**config.mk**
```make
export PLATFORM = sky130hd
export DESIGN_NAME = timer_counter
export DESIGN_NICKNAME = d
export VERILOG_FILES = /design/src/rtl/timer_pkg.sv /design/src/rtl/timer_prescaler.sv /design/src/rtl/timer_counter.sv
export SDC_FILE = /design/constraint.sdc
export NUM_CORES = 1
export LEC_CHECK = 0
export CELL_PAD_IN_SITES_DETAIL_PLACEMENT = 1
export CELL_PAD_IN_SITES_GLOBAL_PLACEMENT = 1
export CORE_MARGIN = 2
export CORE_UTILIZATION = 43
export CTS_BUF_LIST = sky130_fd_sc_hd__clkbuf_4 sky130_fd_sc_hd__clkbuf_8
export CTS_CLUSTER_SIZE = 30
export DETAILED_ROUTE_END_ITERATION = 12
export HOLD_SLACK_MARGIN = 0.05
export PLACE_DENSITY_LB_ADDON = 0.1
export SLEW_MARGIN = 20
export SYNTH_ARGS = -nofsm -noshare
export SYNTH_HDL_FRONTEND = slang
export SYNTH_SLANG_ARGS = --single-unit
```
**constraint.sdc**
```tcl
create_clock -name i_clk_sys -period 3.2 [get_ports i_clk_sys]
set_input_delay 0.96 -clock i_clk_sys [delete_from_list [all_inputs] [get_ports i_clk_sys]]
set_output_delay 0.96 -clock i_clk_sys [all_outputs]
set_load 0.05 [all_outputs]
```
**src/rtl/timer_pkg.sv**
```systemverilog
// Shared definitions for the timer counter stage: TCR field layout, prescaler widths
// and the helper that turns a prescale select into its terminal divider count.
package timer_pkg;

   localparam int TCR_WIDTH = 8;
   localparam int EN_BIT    = 0;
   localparam int DIR_BIT   = 1;
   localparam int CKS_LSB   = 2;
   localparam int CKS_MSB   = 4;
   localparam int CKS_WIDTH = 3;
   localparam int DIV_WIDTH = 7;

   typedef struct packed {
      logic [2:0]           rsvd;
      logic [CKS_WIDTH-1:0] cks;
      logic                 dir;
      logic                 en;
   } tcr_t;

   typedef enum logic {
      DIR_UP   = 1'b0,
      DIR_DOWN = 1'b1
   } dir_e;

   // Last divider value of a 2^cks period; the extra bit lets cks = 7 reach 127.
   function automatic logic [DIV_WIDTH-1:0] div_terminal(input logic [CKS_WIDTH-1:0] cks);
      logic [DIV_WIDTH:0] period;
      period = (DIV_WIDTH + 1)'(1) << cks;
      return DIV_WIDTH'(period - (DIV_WIDTH + 1)'(1));
   endfunction

endpackage

```
**src/rtl/timer_prescaler.sv**
```systemverilog
// Clock prescaler: free-running divider on the system clock that emits a one-cycle
// tick every 2^cks enabled, non-halted cycles.
module timer_prescaler
   import timer_pkg::*;
(
   input  logic                 i_clk_sys,
   input  logic                 i_rst_n,
   input  logic                 i_en,
   input  logic [CKS_WIDTH-1:0] i_cks,
   input  logic                 i_clear,
   input  logic                 i_halt,
   output logic                 o_tick
);

   logic [DIV_WIDTH-1:0] div_cnt_q;
   logic [DIV_WIDTH-1:0] div_cnt_d;

   assign o_tick = i_en && !i_halt && (div_cnt_q == div_terminal(i_cks));

   always_comb begin
      // NOTE: default assigned first so every path drives div_cnt_d; no latch is inferred.
      div_cnt_d = div_cnt_q;
      if (!i_en || i_clear) begin
         div_cnt_d = '0;
      end else if (i_halt) begin
         div_cnt_d = div_cnt_q;
      end else if (o_tick) begin
         div_cnt_d = '0;
      end else begin
         div_cnt_d = div_cnt_q + DIV_WIDTH'(1);
      end
   end

   always_ff @(posedge i_clk_sys or negedge i_rst_n) begin
      // NOTE: sequential state uses non-blocking assignment so all flops update together.
      if (!i_rst_n) begin
         div_cnt_q <= '0;
      end else begin
         div_cnt_q <= div_cnt_d;
      end
   end

endmodule

```
**src/rtl/timer_counter.sv**
```systemverilog
// Timer counter stage: prescaled up/down counter with load and one-cycle wrap pulses.
// Define TIMER_DBG_HALT_EN to add the i_dbg_halt debug-freeze input.
module timer_counter
   import timer_pkg::*;
#(
   parameter int CNT_WIDTH = 8
) (
   input  logic                 i_clk_sys,
   input  logic                 i_rst_n,
   input  logic [TCR_WIDTH-1:0] i_tcr,
   input  logic [CNT_WIDTH-1:0] i_tdr,
   input  logic                 i_load,
`ifdef TIMER_DBG_HALT_EN
   input  logic                 i_dbg_halt,
`endif
   output logic [CNT_WIDTH-1:0] o_tcnt,
   output logic                 o_ovf,
   output logic                 o_udf
);

   localparam logic [CNT_WIDTH-1:0] CNT_ONE = CNT_WIDTH'(1);
   localparam logic [CNT_WIDTH-1:0] CNT_MAX = '1;

   logic                 en;
   dir_e                 dir;
   logic [CKS_WIDTH-1:0] cks;
   logic [CKS_WIDTH-1:0] cks_q;
   logic [CKS_WIDTH-1:0] cks_d;
   logic                 halt;
   logic                 tick;
   logic                 clear;
   logic                 unused_rsvd;
   logic [CNT_WIDTH-1:0] tcnt_q;
   logic [CNT_WIDTH-1:0] tcnt_d;
   logic                 ovf_q;
   logic                 ovf_d;
   logic                 udf_q;
   logic                 udf_d;

   assign en          = i_tcr[EN_BIT];
   assign dir         = dir_e'(i_tcr[DIR_BIT]);
   assign cks         = i_tcr[CKS_MSB:CKS_LSB];
   assign unused_rsvd = ^i_tcr[TCR_WIDTH-1:CKS_MSB+1];

`ifdef TIMER_DBG_HALT_EN
   assign halt = i_dbg_halt;
`else
   assign halt = 1'b0;
`endif

   // A new prescale select restarts the period from zero on the following cycle.
   assign cks_d = cks;
   assign clear = i_load || (cks != cks_q);

   timer_prescaler u_prescaler (
      .i_clk_sys (i_clk_sys),
      .i_rst_n   (i_rst_n),
      .i_en      (en),
      .i_cks     (cks),
      .i_clear   (clear),
      .i_halt    (halt),
      .o_tick    (tick)
   );

   always_comb begin
      tcnt_d = tcnt_q;
      ovf_d  = 1'b0;
      udf_d  = 1'b0;
      if (i_load) begin
         tcnt_d = i_tdr;
      end else if (tick) begin
         if (dir == DIR_UP) begin
            tcnt_d = tcnt_q + CNT_ONE;
            ovf_d  = (tcnt_q == CNT_MAX);
         end else begin
            tcnt_d = tcnt_q - CNT_ONE;
            udf_d  = (tcnt_q == '0);
         end
      end
   end

   always_ff @(posedge i_clk_sys or negedge i_rst_n) begin
      if (!i_rst_n) begin
         cks_q  <= '0;
         tcnt_q <= '0;
         ovf_q  <= 1'b0;
         udf_q  <= 1'b0;
      end else begin
         cks_q  <= cks_d;
         tcnt_q <= tcnt_d;
         ovf_q  <= ovf_d;
         udf_q  <= udf_d;
      end
   end

   assign o_tcnt = tcnt_q;
   assign o_ovf  = ovf_q;
   assign o_udf  = udf_q;

endmodule

```
==> impl_metrics.csv, run 1 <==
group,metric,value,unit
outcome,status,"finished clean",
drt,wl_per_cell,23.0,microns
finish,nets,250,
timing,worst_slack,0.0359,ns
global_routing,grt_usage,26.1,%
worst_setup_path,r2r-start,"u_prescaler.div_cnt_q[0]",
place,place_ws,-0.560,ns
finish,antenna_cells,0,
synth,synthFlopType,"dfrtp_1",
global_routing,grt_pass1_vias,1649,
timing,post-route-min-period,3.16,ns
min_path,min_to,"o_ovf",
die,die_area,3960,sq um
worst_setup_path,r2r_slack,0.72,ns
clock_tree,clockBufferDepth,2,
timing,worstMarginPinSlew,0.521,ns
clock_tree,clock_latency,0.33,ns
power_and_ir_drop,p_sw,284,uW
drt,vias_per_cell,6.07,
power_and_ir_drop,p_clk_share,27.6,%
drt,dr.first_iter.drc_count,120,
timing,hold_viol,0,
global_routing,grt-ovfl-total,0,
min_path,min_from,"o_tcnt[0]",
synth,ys_warn_count,0,
global_routing,grt_util_met3,3.96,%
worst_setup_path,arrival,3.36,ns
synth,ys_seq_elements,20,
clock_tree,cts.sinks,20,
die,initial_core_util,44.7,%
drt,drtPass1Iterations,4,
global_routing,antenna_found_initial,0,
clock_tree,cts_max_level,1,
clock_tree,cts_buffers,3,
worst_setup_path,crit_path_max_fanout,10,
place,gp_congestion,0.791,
timing,fin_crit_sh,98.9,%
power_and_ir_drop,leakagePower,0.000903,uW
drt,vias,1621,
global_routing,use_met1,33.6,%
timing,skew,0.00495,ns
die,io_pins,29,
power_and_ir_drop,finalPower,802,uW
clock_tree,cts_root_buf,"clkbuf_4",
synth,synthDistinctLibCells,42,
clock_tree,ctsHoldBuffers,0,
finish,drive_gt1_share,21.3,%
place,dp_hpwl,3.48,mm
drt,wl,6.15,mm
synth,async_flop_share,100,%
place,portBuffers,25,
worst_setup_path,critPathKind,"primary input to register",
die,die_h,62.9,microns
power_and_ir_drop,comb_power_share,37.1,%
worst_setup_path,start_kind,"primary input",
clock_tree,clk_pin_slew,0.13,ns
clock_tree,cts_tree,"done",
power_and_ir_drop,power_density,375,nW/um^2
timing,relSlewSlack,65.2,%
synth,syn_inst,169,
power_and_ir_drop,seqPwrFrac,35.3,%
global_routing,top_usage_layer,"met2",
place,dpl.cell_count,258,
global_routing,met2_usage,45.6,%
global_routing,grt_pass1_wl,8.11,mm
synth,synth_edf_count,0,
synth,avgSynthCellArea,8.83,sq um
die,core-area,3340,sq um
synth,ys_seq_area_share,33.5,%
timing,fmax,316,MHz
drt,final_antenna_net_count,0,
job,maxCapViolCount,0,
power_and_ir_drop,ir_drop,0.269,mV
min_path,hold_path.class,"register to register",
die,dieWidth,62.9,microns
power_and_ir_drop,internal_power,517,uW
finish,area_growth,43.2,%
min_path,holdPathStages,2,
finish,fillCellCount,415,
drt,drc,0,
global_routing,grt_max_degree,21,
worst_setup_path,cp-end-kind,"register",
finish,final_cells,267,
timing,finalSetupViolations,0,
timing,final_max_slew_viol_count,0,
worst_setup_path,r2r_end,"o_tcnt[4]",
worst_setup_path,rr_worst_depth,6,
die,std_cell_rows,21,
worst_setup_path,cp.required,3.40,ns
power_and_ir_drop,p_sw_share,35.5,%
synth,synth_nets,197,
synth,netlist_area,1490,sq um
[power by group through the flow]
stage	clock (uW)	combinational (uW)	sequential, uW
finish	221	297	283
global route	237	316	285
detailed placement	0	263	286
global placement	0	251	285
CTS	223	273	282
floorplan	0	120	316
[cells by family (layout without fill, tap and decap cells)]
kind of cell	Yosys count	after routing	synth area share [%]
flops	20	20	33.5
compound gates	40	40	20.2
fa+ha+maj	9	9	8.05
xor+xnor	14	14	8.21
simple gates	72	72	25.1
buf+inv	12	64	3.60
mux	2	2	1.34
[per-layer routing]
metal / share of wire (%) / wire length [microns]
met1: 40 / 2430
met2: 51 / 3110
met3: 5.4 / 331
met4: 4.5 / 274
met5: 0 / 0
[metrics by stage]
step	area [sq um]	TNS (ns)	hold slack, ns	utilization [%]
after floorplan	1510	0	0.544	-
after global placement	1970	-4.25	0.575	58.9
after detailed placement	1970	-6.66	0.587	58.9
after CTS	2070	0	0.628	62.1
after global routing	2140	-0.0286	0.657	64.0
final	2140	0	0.623	64.0
[how the worst max path moves through the flow]
stage             start        end  slack, ns  cells past startpoint
2_1_floorplan  i_tcr[4]  o_tcnt[4]      0.003                      8
3_3_place_gp   i_tcr[4]  o_tcnt[4]      -0.37                     10
3_5_place_dp   i_tcr[4]  o_tcnt[1]      -0.56                     11
4_1_cts        i_tcr[2]  o_tcnt[5]       0.03                      8
5_1_grt        i_tcr[1]  o_tcnt[7]      -0.02                      8
6_report       i_tcr[3]  o_tcnt[4]       0.04                      8
[cells in the final DEF (no fill, tap or decap), drive strengths merged, types with 6 or more instances in the layout]
cell type	count
nor2	23
dfrtp	20
ha	8
xnor2	10
clkdlybuf4s50	22
a31oi	6
nand2	10
buf	30
o21ai	9
nand3	6
[worst max-delay path, cell delays in order]
cell and delay, ns:
dlygate4sd2_1 0.30, buf_6 0.18, or4_4 0.50, a2111oi_4 0.43, o221ai_2 0.24, buf_4 0.20, o21ai_0 0.41, a31oi_4 0.14
[timing repair]
item,4_1_cts,5_1_grt
endpoints found under the setup margin,12,4
pin swaps,4,4
setup buffers,0,5
gates cloned,0,0
resized for setup,11,5
[state kept, by name (all words and copies together) (netlist names)]
name                   cells
o_udf                      1
o_tcnt                     8
o_ovf                      1
u_prescaler.div_cnt_q      7
cks_q                      3
[layout make-up]
cell class	instances	area [sq um]	share of cell area (%)
Clock inverter	1	30.0	1.41
Clock buffer	3	22.5	1.05
Multi-Input combinational cell	137	1020	47.8
Timing Repair Buffer	55	487	22.8
Inverter	5	18.8	0.878
Tap cell	46	57.6	2.69
Sequential cell	20	500	23.4
[Yosys cell counts, types with 3 or more instances]
master,count,share of area [%]
nor3_1,4,1.3
ha_1,8,6.7
o21ai_0,8,2.7
nand2_1,10,2.5
and3_1,5,2.1
or4_1,3,1.5
o211ai_1,5,2.5
nand3_1,6,2.0
or3_1,3,1.3
nor2_1,23,5.8
xor2_1,4,2.3
a31oi_1,6,2.5
nand4_1,4,1.7
clkbuf_1,5,1.3
xnor2_1,10,5.9
dfrtp_1,20,34
a21oi_1,4,1.3
nand2b_1,5,2.1
inv_1,5,1.3
Note: power is estimated with default switching activity, not from simulation.
==> run 2, diff against run 1 <==
--- a/config.mk
+++ b/config.mk
@@ -10,8 +10,10 @@
 export CORE_MARGIN = 2
 export CORE_UTILIZATION = 43
 export CTS_BUF_LIST = sky130_fd_sc_hd__clkbuf_4 sky130_fd_sc_hd__clkbuf_8
+export CTS_CLUSTER_DIAMETER = 60
 export CTS_CLUSTER_SIZE = 30
 export DETAILED_ROUTE_END_ITERATION = 12
+export GPL_ROUTABILITY_DRIVEN = 0
 export HOLD_SLACK_MARGIN = 0.05
 export PLACE_DENSITY_LB_ADDON = 0.1
 export SLEW_MARGIN = 20
==> results of run 2 <==
Final layout, timing and power as in run 1 (identical DEF).
==> run 3, diff against run 2 <==
--- a/config.mk
+++ b/config.mk
@@ -16,7 +16,6 @@
 export GPL_ROUTABILITY_DRIVEN = 0
 export HOLD_SLACK_MARGIN = 0.05
 export PLACE_DENSITY_LB_ADDON = 0.1
-export SLEW_MARGIN = 20
 export SYNTH_ARGS = -nofsm -noshare
 export SYNTH_HDL_FRONTEND = slang
 export SYNTH_SLANG_ARGS = --single-unit
==> results of run 3 <==
Final layout, timing and power as in run 1 (identical DEF).
